## src/rtl/refresh_if.sv

```systemverilog
// Refresh handshake between refresh_timer and the RAM sequencer.
// REFRESH_OVERRUN_EN adds the sticky overrun flag and its clear strobe.
interface refresh_if #(
  parameter int MAX_PENDING = 7
);
  localparam int PW = $clog2(MAX_PENDING + 1);

  logic          ref_ack;
  logic          ref_req;
  logic          ref_urgent;
  logic          init_done;
  logic [PW-1:0] pending;
`ifdef REFRESH_OVERRUN_EN
  logic          overrun;
  logic          ov_clr;

  modport master (
    input  ref_ack, ov_clr,
    output ref_req, ref_urgent, init_done, pending, overrun
  );
  modport slave (
    output ref_ack, ov_clr,
    input  ref_req, ref_urgent, init_done, pending, overrun
  );
`else
  modport master (
    input  ref_ack,
    output ref_req, ref_urgent, init_done, pending
  );
  modport slave (
    output ref_ack,
    input  ref_req, ref_urgent, init_done, pending
  );
`endif
endinterface

```

## src/rtl/refresh_timer.sv

```systemverilog
// DRAM refresh scheduler: prescaled refresh debt, request/urgent outputs and power-up refresh sequence.
// Optional feature macro: REFRESH_OVERRUN_EN (sticky overrun flag when debt saturates).
module refresh_timer #(
  parameter int REF_PERIOD    = 250,
  parameter int URGENT_THRESH = 2,
  parameter int MAX_PENDING   = 7,
  parameter int INIT_REFS     = 8
) (
  input  logic      clk,
  input  logic      rst_n,
  refresh_if.master bus
);
  localparam int PW = $clog2(MAX_PENDING + 1);
  localparam int CW = $clog2(REF_PERIOD);
  localparam int IW = $clog2(INIT_REFS + 1);

  localparam logic [CW-1:0] PRESC_LAST = CW'(REF_PERIOD - 1);
  localparam logic [IW-1:0] INIT_LAST  = IW'(INIT_REFS - 1);
  localparam logic [PW-1:0] PEND_MAX   = PW'(MAX_PENDING);
  localparam logic [PW-1:0] URG_LVL    = PW'(URGENT_THRESH);

  typedef enum logic {
    ST_INIT = 1'b0,
    ST_RUN  = 1'b1
  } state_t;

  state_t        state_q, state_d;
  logic [CW-1:0] presc_q, presc_d;
  logic [IW-1:0] init_q, init_d;
  logic [PW-1:0] pending_q, pending_d;
  logic          ack_q;
  logic          ack_ev;
  logic          tick;
  logic          req_q, req_d;
  logic          urg_q, urg_d;
  logic          done_q, done_d;

  // A held RefAck counts once: only its rising edge retires debt.
  assign ack_ev = bus.ref_ack & ~ack_q;
  assign tick   = (presc_q == PRESC_LAST);

  always_comb begin
    state_d   = state_q;
    presc_d   = tick ? '0 : presc_q + CW'(1);
    init_d    = init_q;
    pending_d = pending_q;
    req_d     = 1'b1;
    urg_d     = 1'b1;
    done_d    = 1'b0;
    case (state_q)
      ST_INIT: begin
        if (ack_ev) begin
          init_d = init_q + IW'(1);
          if (init_q == INIT_LAST) begin
            state_d   = ST_RUN;
            presc_d   = '0;
            pending_d = '0;
          end
        end
      end
      ST_RUN: begin
        req_d  = (pending_q != '0);
        urg_d  = (pending_q >= URG_LVL);
        done_d = 1'b1;
        if (tick && !ack_ev && (pending_q != PEND_MAX))
          pending_d = pending_q + PW'(1);
        else if (ack_ev && !tick && (pending_q != '0))
          pending_d = pending_q - PW'(1);
      end
      default: state_d = ST_INIT;
    endcase
  end

  always_ff @(posedge clk or negedge rst_n) begin
    if (!rst_n) begin
      state_q   <= ST_INIT;
      presc_q   <= '0;
      init_q    <= '0;
      pending_q <= '0;
      ack_q     <= 1'b0;
      req_q     <= 1'b0;
      urg_q     <= 1'b0;
      done_q    <= 1'b0;
    end else begin
      state_q   <= state_d;
      presc_q   <= presc_d;
      init_q    <= init_d;
      pending_q <= pending_d;
      ack_q     <= bus.ref_ack;
      req_q     <= req_d;
      urg_q     <= urg_d;
      done_q    <= done_d;
    end
  end

  assign bus.ref_req    = req_q;
  assign bus.ref_urgent = urg_q;
  assign bus.init_done  = done_q;
  assign bus.pending    = pending_q;

`ifdef REFRESH_OVERRUN_EN
  logic overrun_q;
  logic ov_set;

  // A tick that cannot be recorded because debt is already saturated; set beats clear.
  assign ov_set = (state_q == ST_RUN) && tick && !ack_ev && (pending_q == PEND_MAX);

  always_ff @(posedge clk or negedge rst_n) begin
    if (!rst_n)
      overrun_q <= 1'b0;
    else if (ov_set)
      overrun_q <= 1'b1;
    else if (bus.ov_clr)
      overrun_q <= 1'b0;
  end

  assign bus.overrun = overrun_q;
`endif
endmodule
```

## src/flat_wrapper.sv

```systemverilog
// flat-port wrapper written by rule: the top's interface ports become plain ports
module refresh_timer_flat 
#(
  parameter int REF_PERIOD    = 250,
  parameter int URGENT_THRESH = 2,
  parameter int MAX_PENDING   = 7,
  parameter int INIT_REFS     = 8
)
  (clk, rst_n, bus_ref_ack, bus_ref_req, bus_ref_urgent, bus_init_done, bus_pending);
  refresh_if #(.MAX_PENDING(MAX_PENDING)) bus_i ();
  input  logic clk;
  input  logic rst_n;
  input wire logic [$bits(bus_i.ref_ack)-1:0] bus_ref_ack;
  output wire logic [$bits(bus_i.ref_req)-1:0] bus_ref_req;
  output wire logic [$bits(bus_i.ref_urgent)-1:0] bus_ref_urgent;
  output wire logic [$bits(bus_i.init_done)-1:0] bus_init_done;
  output wire logic [$bits(bus_i.pending)-1:0] bus_pending;
  assign bus_i.ref_ack = bus_ref_ack;
  assign bus_ref_req = bus_i.ref_req;
  assign bus_ref_urgent = bus_i.ref_urgent;
  assign bus_init_done = bus_i.init_done;
  assign bus_pending = bus_i.pending;
  refresh_timer #(.REF_PERIOD(REF_PERIOD), .URGENT_THRESH(URGENT_THRESH), .MAX_PENDING(MAX_PENDING), .INIT_REFS(INIT_REFS)) u_core (.clk(clk), .rst_n(rst_n), .bus(bus_i));
endmodule
```

## config.mk

```make
export PLATFORM = sky130hd
export DESIGN_NAME = refresh_timer_flat
export DESIGN_NICKNAME = d
export VERILOG_FILES = /design/src/rtl/refresh_if.sv /design/src/rtl/refresh_timer.sv /design/src/flat_wrapper.sv
export SDC_FILE = /design/constraint.sdc
export NUM_CORES = 1
export LEC_CHECK = 0
export CORE_UTILIZATION = 25
export CTS_CLUSTER_SIZE = 10
export DETAILED_ROUTE_END_ITERATION = 16
export GPL_ROUTABILITY_DRIVEN = 0
export PLACE_DENSITY = 0.48
export SYNTH_ARGS = -nofsm -noshare
export SYNTH_HDL_FRONTEND = slang
export SYNTH_SLANG_ARGS = --single-unit
```

## constraint.sdc

```tcl
create_clock -name clk -period 3.5 [get_ports clk]
set_input_delay 0.7 -clock clk [delete_from_list [all_inputs] [get_ports clk]]
set_output_delay 0.7 -clock clk [all_outputs]
set_load 0.05 [all_outputs]
```

==> results of run 1 <==
==> flip-flops by register name (all words and copies together), names as in the netlist <==
name	count
u_core.bus.ref_req	1
u_core.ack_q	1
u_core.presc_q	8
u_core.bus.pending	3
u_core.bus.ref_urgent	1
u_core.init_q	4
u_core.bus.init_done	1
u_core.state_q	1
==> cell type report <==
| class | instances | area (sq um) | share of cell area (%) |
|---|---|---|---|
| Tap cell | 48 | 60.1 | 5.27 |
| Multi-Input combinational cell | 57 | 422 | 37.0 |
| Sequential cell | 20 | 500 | 43.9 |
| Clock buffer | 4 | 55.1 | 4.83 |
| Timing Repair Buffer | 8 | 80.1 | 7.03 |
| Inverter | 6 | 22.5 | 1.98 |
==> metal layers <==
layer / track usage [%] / vias up / share of wire, %
li1: - / 302 / -
met1: 10.7 / 294 / 47
met2: 15.3 / 12 / 47
met3: 3.99 / 2 / 4.1
met4: 4.83 / 0 / 1.2
met5: 0 / - / 0
==> cell usage after synthesis (all sizes together) <==
cell type | instances | share of area, %
ha | 3 | 3.9
buf | 1 | 0.79
nand2b | 3 | 2.0
inv | 6 | 2.4
nand4 | 3 | 2.6
nand2 | 5 | 2.0
nand3 | 4 | 2.1
xor2 | 5 | 4.6
o22ai | 1 | 0.66
mux2 | 1 | 1.2
a211o | 1 | 0.92
o41ai | 1 | 1.7
dfrtp | 20 | 53
xnor2 | 4 | 3.7
nor2 | 11 | 4.3
fa | 1 | 2.1
nand3b | 1 | 2.1
a31oi | 2 | 1.3
nor4 | 1 | 2.2
and3 | 3 | 2.1
nor3 | 1 | 0.53
and2b | 1 | 0.79
a21oi | 1 | 0.53
o21ai | 1 | 0.53
mux2i | 1 | 1.1
or2 | 2 | 1.3
==> power by group <==
part           switching [mW]  internal, mW
registers               0.107         0.334
logic                   0.252         0.181
clock network          0.0732         0.100
total                   0.432         0.616
==> final timing paths <==
path | from | endpoint | slack, ps | cells past startpoint
setup / recovery | bus_ref_ack | u_core.bus.pending[2] | 1290 | 7
hold reg to reg | u_core.init_q[0] | u_core.init_q[0] | 500 | 1
max in group asynchronous | rst_n | u_core.bus.ref_req | 2020 | 1
hold / removal | u_core.init_q[0] | u_core.init_q[0] | 500 | 1
setup reg to reg | u_core.presc_q[1] | u_core.bus.pending[2] | 1620 | 8
min in group asynchronous | rst_n | u_core.bus.pending[0] | 940 | 1
==> logic make-up (layout without fill, tap and decap cells) <==
family	Yosys count	in the layout	synth area share, %
AO/OA/AOI/OAI	7	7	5.65
XOR/XNOR	9	9	8.28
adder cells (fa/ha/maj)	4	4	6.05
buffers and inverters	7	18	3.15
flip-flops	20	20	52.6
multiplexers	2	2	2.23
AND/OR/NAND/NOR	35	35	22.1
==> impl_results.md, run 1 <==
* Number of antenna violations at the first check in global routing at 0
* Critical path class: input pin to flip-flop
* Row cnt at 22
* Chip Width at 63.7 um
* Yosys cell types at 28
* Area after detailed placement at 0.00108 sq mm
* Placeable core area at around 0.0037 sq mm
* Final routed wirelength across all metal layers at 1550 um
* Maximum achievable frequency at 0.452 GHz
* Latest clock arrival within the worst-skew pair at about 250 ps
* Cells after DPL at 139
* CP max-delay cell: sky130_fd_sc_hd__clkdlybuf4s50_1
* # Post-CTS Setup Buffers at 0
* Initial DRT Pass Iterations at 3
* Global-route congestion overflow total at 0
* Maximum number of pins on one net before global-route repair at 21
* Most common cell after layout, fill and taps aside: sky130_fd_sc_hd__dfrtp_1
* Area of the die at 0.00406 sq mm
* CTS tree: built
* Worst path bufs/invs at 1
* Worst voltage drop across the vdd grid at 0.174 mV
* Quantity of I/O buffers inserted on ports at 8
* Max-cap violations at 0
* Quantity of hold-fixing buffers added after cts at 0
* Final number of hold-violating endpoints at 0
* Post-detail-place hpwl at ~1200 um
* Synth Register Bits at 20
* Synth Warn # at 0
* Root buffer selected by CTS: sky130_fd_sc_hd__clkbuf_8
* Maximum net fanout on the critical path at 3
* Worst path required time at 3680 ps
* Ant. Diodes at 0
* Via count at just over 600
* Post-synthesis sequential area ratio at between 50% and 60%
* Initial detailed-routing violation count at 29
* RSZ-0062 raised after global routing: no
* Pwr per Cell Area at 920 mW/mm^2
* Period minus WS final at roughly 2200 ps
* Clock Pin Slew Worst Setup and Hold Paths at about 70 ps
* Maximum clock insertion buffer count at 2
* Crit share post-route at a little over three fifths
* Routed WL per cell at 10.9 um
* Layout Nets at slightly above 100
* Cells along the critical path: clkdlybuf4s50_1 -> and2b_1 -> nor4_4 -> fa_1 -> nand2b_1 -> a211o_1 -> o21ai_0
* Leak pwr at between 0.5 and 0.6 nW
* Fraction of layout instances using a drive strength above 1 at between 10% and 20%
* Tightest hold margin at 495 ps
* Endpoint arrival time on the critical path at 2390 ps
* First-pass GRT wire length at approximately 2900 um
* Total clock buffers created by CTS at 3
* Via-per-instance ratio at about 4.3
* Layout-stage area growth over the synthesis result at 19.7%
* Placement-stage worst setup slack at 1020 ps
* Pin slew with the least headroom to its limit at 877 ps
* Result of the run: completed
* Total Neg Setup Slack at 0 ps
* Top-level I/O count at 9
* Final setup violation count at 0
* Clk sinks at 20
* Top library cells by usage in the layout, fill and taps aside: sky130_fd_sc_hd__dfrtp_1 (20), sky130_fd_sc_hd__nor2_1 (11), sky130_fd_sc_hd__clkdlybuf4s50_1 (8), sky130_fd_sc_hd__inv_1 (6)
* Number of global-route vias before repair at 652
* Share of the core filled with cells at 31.1%
* Syn_nets at between 90 and 100
* Final setup slack of the worst path at 1290 ps
* GRT Resource Usage Total at 9.53%
* Antenna-violating nets left at 0
* Count of cells resized by post-cts repair at 0
* Chip height at 63.7 um
* Worst slew margin relative to its limit at 41.4%
* Filler cell count at 378
* Worst min-delay path class: flip-flop to flip-flop
* Setup crit end kind: flip-flop
* Post-layout instance area at roughly 0.0011 sq mm
* Cell area after synthesis at 952 sq um
* Final cell count without fillers at 143
* Crit path max-delay family: buffers and inverters
* CTS HTree Levels at 1
* Delay contributed by the slowest stage of the critical path at 500 ps
* Post-synthesis instance total at 84
* Final clock skew at roughly 0.91 ps
* Post-route DRC at 0
* CP Launch Type: input pin
* Number of pins exceeding their max-slew limit in the final report at 0
* Total power consumption of the routed design at 1.05 mW
* Average cell area after synthesis at about 11 sq um
* Effective utilization at floorplan at 26.0%
(Power assumes the default switching activity.)
==> run 2: changes to the inputs <==
--- a/config.mk
+++ b/config.mk
@@ -9,7 +9,7 @@
 export CTS_CLUSTER_SIZE = 10
 export DETAILED_ROUTE_END_ITERATION = 16
 export GPL_ROUTABILITY_DRIVEN = 0
-export PLACE_DENSITY = 0.48
+export PLACE_DENSITY = 0.5
 export SYNTH_ARGS = -nofsm -noshare
 export SYNTH_HDL_FRONTEND = slang
 export SYNTH_SLANG_ARGS = --single-unit
==> constraint.sdc (replaced) <==
create_clock -name clk -period 2 [get_ports clk]
set_input_delay 0.4 -clock clk [delete_from_list [all_inputs] [get_ports clk]]
set_output_delay 0.4 -clock clk [all_outputs]
set_load 0.05 [all_outputs]
==> run 2 against run 1 <==
Critical endpoint is now bus_pending[2]. Power increased by 76%. Die area unchanged. Sequential power increased by 75%. Setup slack got worse by 1200 ps. Critical path type is now flip-flop to output pin. Sequential share of layout area decreased by 1.4 points. Core utilization increased by 1.0 points. Clock power increased by 75%. Flip-flop and latch count unchanged.
==> impl_results.md, run 2 (same netlist as run 1, synthesis figures left out) <==
* Antenna-violating nets left at 0 (unchanged)
* Root buffer selected by CTS: sky130_fd_sc_hd__clkbuf_8 (unchanged)
* Global-route congestion overflow total at 0 (unchanged)
* CTS HTree Levels at 1 (unchanged)
* Endpoint arrival time on the critical path at 1510 ps (was 2390 ps)
* Maximum achievable frequency at ~0.52 GHz
* Latest clock arrival within the worst-skew pair at 250 ps (about the same)
* Total clock buffers created by CTS at 3 (unchanged)
* Max-cap violations at 0 (unchanged)
* Most common cell after layout, fill and taps aside: sky130_fd_sc_hd__dfrtp_1 (unchanged)
* Quantity of I/O buffers inserted on ports at 8 (unchanged)
* Cells along the critical path: clkdlybuf4s50_1 (was clkdlybuf4s50_1 -> and2b_1 -> nor4_4 -> fa_1 -> nand2b_1 -> a211o_1 -> o21ai_0)
* # Post-CTS Setup Buffers at 0 (unchanged)
* Filler cell count at 365 (was 378)
* Number of antenna violations at the first check in global routing at 0 (unchanged)
* Placeable core area at 0.00366 sq mm (unchanged)
* Launch instance of the worst register-to-register path: u_core.presc_q[1] (unchanged)
* Maximum number of pins on one net before global-route repair at 21 (unchanged)
* Tightest hold margin at 485 ps (was 495 ps)
* Setup crit end kind: output pin (was flip-flop)
* Crit share post-route at roughly 95%
* Chip Width at 63.7 um (unchanged)
* Pwr per Cell Area at 1570 mW/mm^2 (was 920 mW/mm^2)
* CTS tree: built (unchanged)
* Row cnt at 22 (unchanged)
* Quantity of hold-fixing buffers added after cts at 0 (unchanged)
* Maximum clock insertion buffer count at 2 (unchanged)
* Worst setup endpoint: bus_pending[2] (was u_core.bus.pending[2])
* Pin slew with the least headroom to its limit at 495 ps (was 877 ps)
* Crit path max-delay family: buffers and inverters (unchanged)
* Chip height at 63.7 um (unchanged)
* CP max-delay cell: sky130_fd_sc_hd__clkdlybuf4s50_1 (unchanged)
* Number of flip-flops under the largest register name at 8 (unchanged)
* Critical path origin: u_core.bus.pending[2] (was bus_ref_ack)
* Top-level I/O count at 9 (unchanged)
* Post-route DRC at 0 (unchanged)
* Layout Nets at 108 (was 103)
* Flip-flop and latch area at 500 sq um (unchanged)
* Critical path class: flip-flop to output pin (was input pin to flip-flop)
* Final setup violation count at 0 (unchanged)
* CP Launch Type: flip-flop (was input pin)
* Total power consumption of the routed design at 1.85 mW (was 1.05 mW)
* Worst path required time at 1600 ps (was 3680 ps)
* Number of cells traversed by the worst register-to-register path at 8 (unchanged)
* GRT Resource Usage Total at 9.38% (was 9.53%)
* Initial DRT Pass Iterations at 4 (was 3)
* Clock Pin Slew Worst Setup and Hold Paths at 70 ps (about the same)
* First-pass GRT wire length at 2950 um (was 2900 um)
* Final number of hold-violating endpoints at 0 (unchanged)
* Via count at 634 (was 610)
* Worst slew margin relative to its limit at 66.9% (was 41.4%)
* Number of pins exceeding their max-slew limit in the final report at 0 (unchanged)
* Register-to-register path setup slack at 160 ps (was 1620 ps)
* Effective utilization at floorplan at 26.0% (unchanged)
* Top library cells by usage in the layout, fill and taps aside: sky130_fd_sc_hd__dfrtp_1 (20), sky130_fd_sc_hd__nor2_1 (11), sky130_fd_sc_hd__clkdlybuf4s50_1 (8), sky130_fd_sc_hd__inv_1 (6) (unchanged)
* Worst min-delay path class: input pin to asynchronous set/reset pin (was flip-flop to flip-flop)
* RSZ-0062 raised after global routing: no (unchanged)
* Layout-stage area growth over the synthesis result at 23.7% (was 19.7%)
* Final clock skew at 1.75 ps (was 0.911 ps)
* Total stage count of the critical path at 1 (was 7)
* Worst path bufs/invs at 1 (unchanged)
* Period minus WS final at 1910 ps
* Register containing the most flip-flops in the final layout: u_core.presc_q (unchanged)
* Multi-input combinational cell area at 422 sq um (unchanged)
* Maximum net fanout on the critical path at 5 (was 3)
* Via-per-instance ratio at 4.28 (was 4.27)
* Delay contributed by the slowest stage of the critical path at 830 ps (was 500 ps)
* Number of global-route vias before repair at 683 (was 652)
* Area of the die at 0.00406 sq mm (unchanged)
* Clk sinks at 20 (unchanged)
* Capture instance of the worst register-to-register path: u_core.bus.pending[2] (unchanged)
* Result of the run: completed (unchanged)
* Initial detailed-routing violation count at 20 (was 29)
* Ant. Diodes at 0 (unchanged)
* Post-detail-place hpwl at 1210 um (was 1160 um)
* Count of cells resized by post-cts repair at 0 (unchanged)
* Routed WL per cell at 11.1 um (was 10.9 um)
* Worst voltage drop across the vdd grid at 0.338 mV (was 0.174 mV)
* Leak pwr at 0.527 nW (was 0.502 nW)
* Fraction of layout instances using a drive strength above 1 at 17.0% (was 12.6%)
* Final routed wirelength across all metal layers at 1640 um (was 1550 um)
[run 2: metrics by stage]
stage               area (sq um)  std cells  utilization, %  setup TNS (ps)  setup WS [ps]
floorplan                    952         84               -               0           63.4
global placement            1120        144            30.7           -58.9          -58.9
detailed placement          1120        144            30.7            -105           -105
CTS                         1180        148            32.2               0           86.7
global route                1180        148            32.2               0           7.08
finish                      1180        148            32.2               0           92.8
[run 2: how the worst min path moves through the flow]
| stage | startpoint | endpoint | slack, ps | depth (start not counted) |
|---|---|---|---|---|
| after global placement | u_core.init_q[2] | u_core.init_q[2] | 480 | 1 |
| after detailed placement | u_core.init_q[2] | u_core.init_q[2] | 490 | 1 |
| final | rst_n | u_core.bus.ref_urgent | 490 | 2 |
| after floorplan | rst_n | u_core.ack_q | 100 | 0 |
| after CTS | rst_n | u_core.bus.pending[2] | 490 | 2 |
| after global routing | rst_n | u_core.bus.pending[2] | 500 | 2 |
[run 2: where the power goes]
part | internal (mW) | switching, mW | leakage [nW]
logic | 0.322 | 0.447 | 0.260
registers | 0.585 | 0.190 | 0.239
clock network | 0.175 | 0.127 | 0.0288
total | 1.08 | 0.765 | 0.527
[run 2: area by class of cell]
class                           count  share of cell area, %
Inverter                            6                   1.91
Tap cell                           48                   5.10
Clock buffer                        4                   4.68
Multi-Input combinational cell     57                   35.8
Timing Repair Buffer               13                   9.99
Sequential cell                    20                   42.5
[run 2: layer usage]
| layer | up-vias | routed length (um) | GRT usage [%] |
|---|---|---|---|
| li1 | 313 | - | - |
| met1 | 305 | 775 | 12.4 |
| met2 | 14 | 787 | 14.4 |
| met3 | 2 | 57 | 1.63 |
| met4 | 0 | 19 | 5.11 |
| met5 | - | 0 | 0 |
